<file path="config.mk">
export PLATFORM = sky130hd
export DESIGN_NAME = poc_fifo_ctrl
export DESIGN_NICKNAME = d
export VERILOG_FILES = /design/src/rtl/poc_fifo_ctrl.sv
export SDC_FILE = /design/constraint.sdc
export NUM_CORES = 1
export LEC_CHECK = 0
export ABC_AREA = 1
export CAP_MARGIN = 10
export CORE_MARGIN = 2
export CORE_UTILIZATION = 52
export DETAILED_ROUTE_END_ITERATION = 8
export GPL_TIMING_DRIVEN = 0
export PLACE_DENSITY = 0.81
export SYNTH_ARGS = -nofsm -noshare
export SYNTH_HDL_FRONTEND = slang
export SYNTH_SLANG_ARGS = --single-unit
</file>
<file path="constraint.sdc">
create_clock -name clk -period 3.55 [get_ports clk]
set_input_delay 0.71 -clock clk [delete_from_list [all_inputs] [get_ports clk]]
set_output_delay 0.71 -clock clk [all_outputs]
set_load 0.005 [all_outputs]
</file>
<file path="src/rtl/poc_fifo_ctrl.sv">
// ---------------------------------------------------------------------------
// poc_fifo_ctrl -- printer output controller with a DEPTH-entry character FIFO
//
// The CPU writes characters through a four-register file. The block drains
// the FIFO to a printer over a strobe/ready handshake. Two modes are
// available: polling, and level-threshold interrupt. Status bits for
// overflow and timeout are sticky.
//
// Registers (cpu_addr):
//   0 DATA   : write pushes a character; reads 0
//   1 CTRL   : bit0 mode (1 = interrupt), bit1 flush (write-1),
//              bit2 clear ovf/tmo (write-1); reads {0.., mode}
//   2 STATUS : bit0 empty, bit1 full, bit2 ovf, bit3 tmo, bit7 ready (!full)
//   3 LEVEL  : FIFO fill count, zero-extended
//
// Ports:
//   clk        system clock, rising edge
//   rst_n      asynchronous active-low reset
//   cpu_we     register write strobe (one cycle per access)
//   cpu_re     register read strobe
//   cpu_addr   register select
//   cpu_wdata  write data
//   cpu_rdata  registered read data, valid the cycle after cpu_re
//   irq_n      active-low interrupt request, registered
//   prn_ready  printer idle/ready
//   prn_data   character to printer, stable from load until next load
//   prn_strobe data-valid strobe, high for STROBE_CYC cycles
//
// Optional feature macro: POC_TIMEOUT_EN
//   When defined, a watchdog aborts a handshake that stalls for TIMEOUT_CYC
//   cycles in either wait state. It sets the sticky tmo flag, and new
//   transfers are blocked until the CPU clears tmo.
// ---------------------------------------------------------------------------
module poc_fifo_ctrl #(
   parameter int DATA_W      = 8,
   parameter int DEPTH       = 8,
   parameter int IRQ_LEVEL   = 2,
   parameter int STROBE_CYC  = 2,
   parameter int TIMEOUT_CYC = 1024
) (
   input  logic              clk,
   input  logic              rst_n,
   input  logic              cpu_we,
   input  logic              cpu_re,
   input  logic [1:0]        cpu_addr,
   input  logic [DATA_W-1:0] cpu_wdata,
   output logic [DATA_W-1:0] cpu_rdata,
   output logic              irq_n,
   input  logic              prn_ready,
   output logic [DATA_W-1:0] prn_data,
   output logic              prn_strobe
);

   localparam int PTR_W = $clog2(DEPTH);
   localparam int CNT_W = PTR_W + 1;
   localparam int STB_W = $clog2(STROBE_CYC + 1);

   localparam logic [CNT_W-1:0] FULL_CNT = CNT_W'(DEPTH);
   localparam logic [CNT_W-1:0] IRQ_CNT  = CNT_W'(IRQ_LEVEL);
   localparam logic [STB_W-1:0] STB_LAST = STB_W'(STROBE_CYC);

   typedef enum logic [1:0] {
      ST_IDLE      = 2'd0,
      ST_STROBE    = 2'd1,
      ST_WAIT_BUSY = 2'd2,
      ST_WAIT_RDY  = 2'd3
   } state_t;

   state_t state_q, state_d, fsm_next;

   logic [DATA_W-1:0] mem [DEPTH];
   logic [PTR_W-1:0]  wr_ptr_q, rd_ptr_q;
   logic [CNT_W-1:0]  count_q;
   logic [STB_W-1:0]  strb_cnt_q, strb_cnt_d;
   logic              mode_q, ovf_q, tmo;
   logic              empty, full;
   logic              wr_data, wr_ctrl, flush, clr_err;
   logic              push, pop, ovf_set;
   logic [7:0]        status8;
   logic [DATA_W-1:0] rd_word;

   assign empty = (count_q == '0);
   assign full  = (count_q == FULL_CNT);

   assign wr_data = cpu_we && (cpu_addr == 2'd0);
   assign wr_ctrl = cpu_we && (cpu_addr == 2'd1);
   assign flush   = wr_ctrl && cpu_wdata[1];
   assign clr_err = wr_ctrl && cpu_wdata[2];

   // A pop in the same cycle frees a slot, so a write to a full FIFO is
   // still accepted then. A flush discards a write in the same cycle.
   assign push    = wr_data && (!full || pop) && !flush;
   assign ovf_set = wr_data && full && !pop;

`ifdef POC_TIMEOUT_EN
   localparam int TMO_W = $clog2(TIMEOUT_CYC + 1);
   localparam logic [TMO_W-1:0] TMO_LAST = TMO_W'(TIMEOUT_CYC - 1);

   logic [TMO_W-1:0] tmo_cnt_q;
   logic             tmo_q;
   logic             tmo_expire;

   assign tmo = tmo_q;

   // The watchdog counts cycles spent in a wait state without a transition.
   // It restarts whenever the FSM changes state.
   always_ff @(posedge clk or negedge rst_n) begin
      if (!rst_n) begin
         tmo_cnt_q <= '0;
         tmo_q     <= 1'b0;
      end else begin
         if ((state_d != state_q) ||
             !((state_q == ST_WAIT_BUSY) || (state_q == ST_WAIT_RDY)))
            tmo_cnt_q <= '0;
         else
            tmo_cnt_q <= tmo_cnt_q + 1'b1;

         if (tmo_expire)
            tmo_q <= 1'b1;
         else if (clr_err)
            tmo_q <= 1'b0;
      end
   end
`else
   // Without the watchdog the timeout flag is tied off. The comparison keeps
   // the limit parameter referenced, and it is false for every legal value.
   assign tmo = (TIMEOUT_CYC < 1);
`endif

   // Printer handshake next-state logic. A new character is only started
   // from IDLE, and never while a timeout is pending.
   always_comb begin
      fsm_next   = state_q;
      strb_cnt_d = strb_cnt_q;
      pop        = 1'b0;
      case (state_q)
         ST_IDLE: begin
            if (!empty && prn_ready && !tmo) begin
               pop        = 1'b1;
               fsm_next   = ST_STROBE;
               strb_cnt_d = STB_W'(1);
            end
         end
         ST_STROBE: begin
            if (strb_cnt_q == STB_LAST)
               fsm_next = ST_WAIT_BUSY;
            else
               strb_cnt_d = strb_cnt_q + 1'b1;
         end
         ST_WAIT_BUSY: begin
            if (!prn_ready)
               fsm_next = ST_WAIT_RDY;
         end
         ST_WAIT_RDY: begin
            if (prn_ready)
               fsm_next = ST_IDLE;
         end
         default: fsm_next = ST_IDLE;
      endcase

      state_d = fsm_next;
`ifdef POC_TIMEOUT_EN
      tmo_expire = 1'b0;
      if (((state_q == ST_WAIT_BUSY) || (state_q == ST_WAIT_RDY)) &&
          (fsm_next == state_q) && (tmo_cnt_q == TMO_LAST)) begin
         tmo_expire = 1'b1;
         state_d    = ST_IDLE;
      end
`endif
   end

   // Strobe is registered from the next state. It rises on the same edge as
   // the pop, and reset drops it asynchronously.
   always_ff @(posedge clk or negedge rst_n) begin
      if (!rst_n) begin
         state_q    <= ST_IDLE;
         strb_cnt_q <= '0;
         prn_strobe <= 1'b0;
         prn_data   <= '0;
      end else begin
         state_q    <= state_d;
         strb_cnt_q <= strb_cnt_d;
         prn_strobe <= (state_d == ST_STROBE);
         if (pop)
            prn_data <= mem[rd_ptr_q];
      end
   end

   // Character storage has no reset. Occupancy is tracked by the count.
   always_ff @(posedge clk) begin
      if (push)
         mem[wr_ptr_q] <= cpu_wdata;
   end

   // Pointers wrap naturally because DEPTH is a power of two. A flush wins
   // over any push or pop in the same cycle.
   always_ff @(posedge clk or negedge rst_n) begin
      if (!rst_n) begin
         wr_ptr_q <= '0;
         rd_ptr_q <= '0;
         count_q  <= '0;
      end else if (flush) begin
         wr_ptr_q <= '0;
         rd_ptr_q <= '0;
         count_q  <= '0;
      end else begin
         if (push)
            wr_ptr_q <= wr_ptr_q + 1'b1;
         if (pop)
            rd_ptr_q <= rd_ptr_q + 1'b1;
         case ({push, pop})
            2'b10:   count_q <= count_q + 1'b1;
            2'b01:   count_q <= count_q - 1'b1;
            default: count_q <= count_q;
         endcase
      end
   end

   // Mode bit and sticky overflow flag.
   always_ff @(posedge clk or negedge rst_n) begin
      if (!rst_n) begin
         mode_q <= 1'b0;
         ovf_q  <= 1'b0;
      end else begin
         if (wr_ctrl)
            mode_q <= cpu_wdata[0];
         if (ovf_set)
            ovf_q <= 1'b1;
         else if (clr_err)
            ovf_q <= 1'b0;
      end
   end

   assign status8 = {!full, 3'b000, tmo, ovf_q, full, empty};

   always_comb begin
      rd_word = '0;
      case (cpu_addr)
         2'd1:    rd_word = DATA_W'(mode_q);
         2'd2:    rd_word = DATA_W'(status8);
         2'd3:    rd_word = DATA_W'(count_q);
         default: rd_word = '0;
      endcase
   end

   // Read data holds between reads. A read that collides with a write is
   // ignored, so the write takes effect and the old data stays visible.
   always_ff @(posedge clk or negedge rst_n) begin
      if (!rst_n)
         cpu_rdata <= '0;
      else if (cpu_re && !cpu_we)
         cpu_rdata <= rd_word;
   end

   // The interrupt asks for more data while the printer side is idle at a
   // low fill level. A pending timeout also raises it in interrupt mode.
   always_ff @(posedge clk or negedge rst_n) begin
      if (!rst_n)
         irq_n <= 1'b1;
      else
         irq_n <= !(mode_q && (((state_q == ST_IDLE) && (count_q <= IRQ_CNT)) || tmo));
   end

endmodule
</file>
==> results summary <==
The run finished with clean final reports. At the later pin of the worst-skew pair, clock insertion delay measures roughly 0.37 ns. Among all stages on the critical path, the largest delay is contributed by sky130_fd_sc_hd__nor2_1.

The final count of hold timing violations came out at 0. The final critical path time including I/O delays and setup is about 2.6 ns. The most critical setup path has its startpoint at cpu_addr[0]. The critical-path maximum fanout is 8. In this run the clock root is driven by a sky130_fd_sc_hd__clkbuf_8. The number of warnings issued by yosys came out at 0. Counting flops with a built-in enable in the synthesized netlist gives 64.

The class of the most critical hold timing path is input port to async pin. The number of placement rows came out at 31. Max-cap violations in this run came to 0. Ranked by instance count, the synthesized netlist is headed by 64 x sky130_fd_sc_hd__edfxtp_1, 59 x sky130_fd_sc_hd__o21ai_0, 55 x sky130_fd_sc_hd__nor2_1. The number of iterations in the first detailed-routing pass is 5. met2 is the most crowded layer. The via count of the first global-routing pass came out at 2690. The sequential cell area in the final layout is between 2000 and 3000 um2. The combinational share of power is between 30% and 40%. The chip height is between 90 and 100 um. Synthesis produced a netlist whose cell count is ~360. By area the synthesized netlist is led by sky130_fd_sc_hd__edfxtp_1 48%, sky130_fd_sc_hd__dfrtp_1 19%, sky130_fd_sc_hd__o21ai_0 7.4%, sky130_fd_sc_hd__nor2_1 5.2%, sky130_fd_sc_hd__nand2_1 4.1%.

The final worst clock skew came out at 0.01597 ns. The post-layout instance area is between 4000 and 5000 um2. The post-layout net count is 418. The count of distinct cell types in the synthesized netlist is 36.

Sequential cells were found to cover 67.64% of the synthesized design area. The fraction of registers with async set/reset is between 30% and 40%. The placed instances occupy a cell area of around 4400 um2. The required time at the worst-slack endpoint came out at ~3.6 ns.

The area of the multi-input gates came out at 1136 um2. For this run, global-route usage on met3 was measured as ~3.9%. The worst setup path is captured at a flop. The worst register-to-register path begins at state_q[1]. The number of design rule violations left after detail routing is 0. The leading cell type by number of instances after synthesis is sky130_fd_sc_hd__edfxtp_1. The layout has between 500 and 600 filler cells. Power spread over the standard cell area amounts to 713.5 nW/um2.

The internal portion of the total power is about 2.1 mW. The final setup violation count is 0. The antenna diode count came out at 0. The slew at the pin with the worst max-slew slack came out at 0.8547 ns. The final layout contains routed wiring with a total length of 8179 um. The pin count of the biggest net entering global routing is 32. The register bit total from synthesis came out at 95. The number of antenna violations at the first check in global routing is 0.

TritonCTS built the clock tree. The class of the most critical setup path is input port to flop. The final-report max-slew violation count is 0. The sequential power share came out at 45.1%. After legalization and detailed placement, the total HPWL measured between 5000 and 6000 um. The mean area per synthesized cell is 11.18 um2.

In this run the biggest area consumer among cell types represents roughly half of the synthesized area. In this run the horizontal extent of the chip is 91.60 um. The clock passes through at most 2 buffers. The synthesis-to-layout area growth came out at 15.65%. The wire length of the first global-routing pass is ~13000 um. The iteration-0 DRC count of the detailed router is between 200 and 300.

The die covers 8390 um2. The most frequently used flop master after synthesis is sky130_fd_sc_hd__edfxtp_1. The worst path uses approximately 72% of the clock period. The post-cts hold buffer count came out at 0.

In this run the remaining antenna-violating nets after routing total 0. The area of the mapped netlist is roughly 4000 um2. The clock network is responsible for about 23% of the overall power.

The launching element type of the critical path is an input port. Derived from the worst setup path, the maximum achievable clock frequency is roughly 390 MHz. Of the cells placed in the final design, the portion with a size suffix greater than 1 is around a tenth. Counting tap cells, the placed design contains a total of 487 instances. The H-tree generated during clock tree synthesis spans 3 levels. The met1 usage came out at 27.37%. The aggregate negative setup slack came out at 0 ns. The net switching share of the total power is 36.27%. Setup repair after global routing left no endpoint under its margin. The placer's final routability congestion estimate is just under 0.9. The initial cell density of the core is a little over half. The headroom to the max-slew limit is 42.81%.

The clock slew seen by the registers of the worst setup and hold paths came out at approximately 0.10 ns. The number of buffers inserted by post-CTS setup repair is 0. The non-filler instance count after layout is roughly 500. The analysis attributes to cell leakage a power of 1.749 nW. The largest single stage delay on the critical path is between 0.6 and 0.7 ns.

The post-cts repair resize count is 0. The count of port buffers added during placement came out at 29. The global routing usage on met2 is between 30% and 40%. The switching power summed over all nets is approximately 1.2 mW. Walking the worst path, the cells encountered are clkdlybuf4s50_1 > nor3_2 > nand2_4 > inv_2 > nand2_1 > nor2_1. The per-cell routed wire length is 16.26 um. In this run, CTS created clock tree buffers numbering 9. The routed layout has 2790 vias. The global-route congestion overflow total is 0.

After detailed routing, the number of vias per cell comes to around 5.5. 33 I/O pins were placed. The synthesized design spends more area on one cell type than any other, namely sky130_fd_sc_hd__edfxtp_1. The total global routing track utilization came out at between 20% and 30%. The clock drives between 90 and 100 sinks. The arrival time of the worst setup path is between 2 and 3 ns. The core region is 7331 um2. Across the VDD grid, the largest voltage drop is between 0.0002 and 0.0003 V.
[flip-flops by register name (all words and copies together), names as in the netlist]
| signal | count |
|---|---|
| prn_strobe | 1 |
| rd_ptr_q | 3 |
| mode_q | 1 |
| mem | 64 |
| wr_ptr_q | 3 |
| strb_cnt_q | 2 |
| irq_n | 1 |
| state_q | 2 |
| cpu_rdata | 5 |
| prn_data | 8 |
| count_q | 4 |
| ovf_q | 1 |
[final timing paths]
check	endpoint	slack, ns	cells past startpoint
worst max-delay path	mem[4][0]	0.98	6
worst min-delay path	cpu_rdata[0]	0.38	1
worst max register to register	mem[4][0]	1.38	7
worst min register to register	prn_data[2]	0.49	2
max in group asynchronous	prn_data[0]	2.71	1
min in group clk	prn_data[2]	0.49	2
[layout by cell type (no fill, tap or decap), types with 2 or more instances in the layout]
master                             n
sky130_fd_sc_hd__buf_4             3
sky130_fd_sc_hd__nand2_1          44
sky130_fd_sc_hd__nand3_1          13
sky130_fd_sc_hd__o21ai_0          59
sky130_fd_sc_hd__clkbuf_1          8
sky130_fd_sc_hd__o21a_1            2
sky130_fd_sc_hd__edfxtp_1         64
sky130_fd_sc_hd__nor2_1           55
sky130_fd_sc_hd__inv_8             2
sky130_fd_sc_hd__nand2_4           3
sky130_fd_sc_hd__inv_6             3
sky130_fd_sc_hd__dfrtp_1          30
sky130_fd_sc_hd__clkbuf_8          9
sky130_fd_sc_hd__conb_1            3
sky130_fd_sc_hd__nand2_2           3
sky130_fd_sc_hd__ha_1              4
sky130_fd_sc_hd__o31ai_1           2
sky130_fd_sc_hd__o22ai_1          17
sky130_fd_sc_hd__clkdlybuf4s50_1  28
sky130_fd_sc_hd__inv_1            20
sky130_fd_sc_hd__inv_2             7
sky130_fd_sc_hd__a21oi_1           4
[final cells by class]
| type | instances | share of cell area (%) |
|---|---|---|
| Clock buffer | 9 | 2.684 |
| Timing Repair Buffer | 29 | 6.182 |
| Inverter | 28 | 2.278 |
| Multi-Input combinational cell | 224 | 24.62 |
| Clock inverter | 7 | 1.817 |
| Sequential cell | 95 | 58.49 |
| Tap cell | 99 | 2.684 |
| Buffer | 12 | 1.247 |
[stage by stage]
step / power [mW] / worst slack, ns / utilization, % / hold WS (ns)
floorplan: 2.144 / 1.512 / - / 0.4144
global placement: 2.500 / 0.6351 / 60.18 / 0.4676
detailed placement: 2.557 / 0.6075 / 60.11 / 0.4729
CTS: 3.287 / 0.9914 / 62.95 / 0.4062
global route: 3.483 / 0.8377 / 62.95 / 0.4404
finish: 3.293 / 0.9822 / 62.95 / 0.3806
[logic make-up (layout without fill, tap and decap cells)]
family,Yosys count,count (layout),share of synthesized area [%]
compound gates,92,92,13.20
xor+xnor,1,1,0.2195
simple gates,123,123,13.23
mux,1,1,0.2822
buf+inv,40,85,4.076
fa+ha+maj,4,4,1.254
flops,95,95,67.64
other cells,1,3,0.09398
[metal layers]
layer	vias up	share of wire [%]	wire [um]
li1	1336	-	-
met1	1306	42	3427
met2	124	49	3980
met3	24	6.6	538
met4	0	2.8	231
met5	-	0	0
[power by group through the flow]
stage          sequential [mW]  combinational, mW  clock [mW]
2_1_floorplan             1.47              0.670           0
3_3_place_gp              1.49               1.01           0
3_5_place_dp              1.50               1.05           0
4_1_cts                   1.48               1.06       0.749
5_1_grt                   1.50               1.18       0.796
6_report                  1.48               1.07       0.744
[critical path, delay by kind of cell]
family / cells / cell delay, ns
and+or+nand+nor: 4 / 1.24
buffers and inverters: 2 / 0.61
Power figures use the tool's default switching activity.
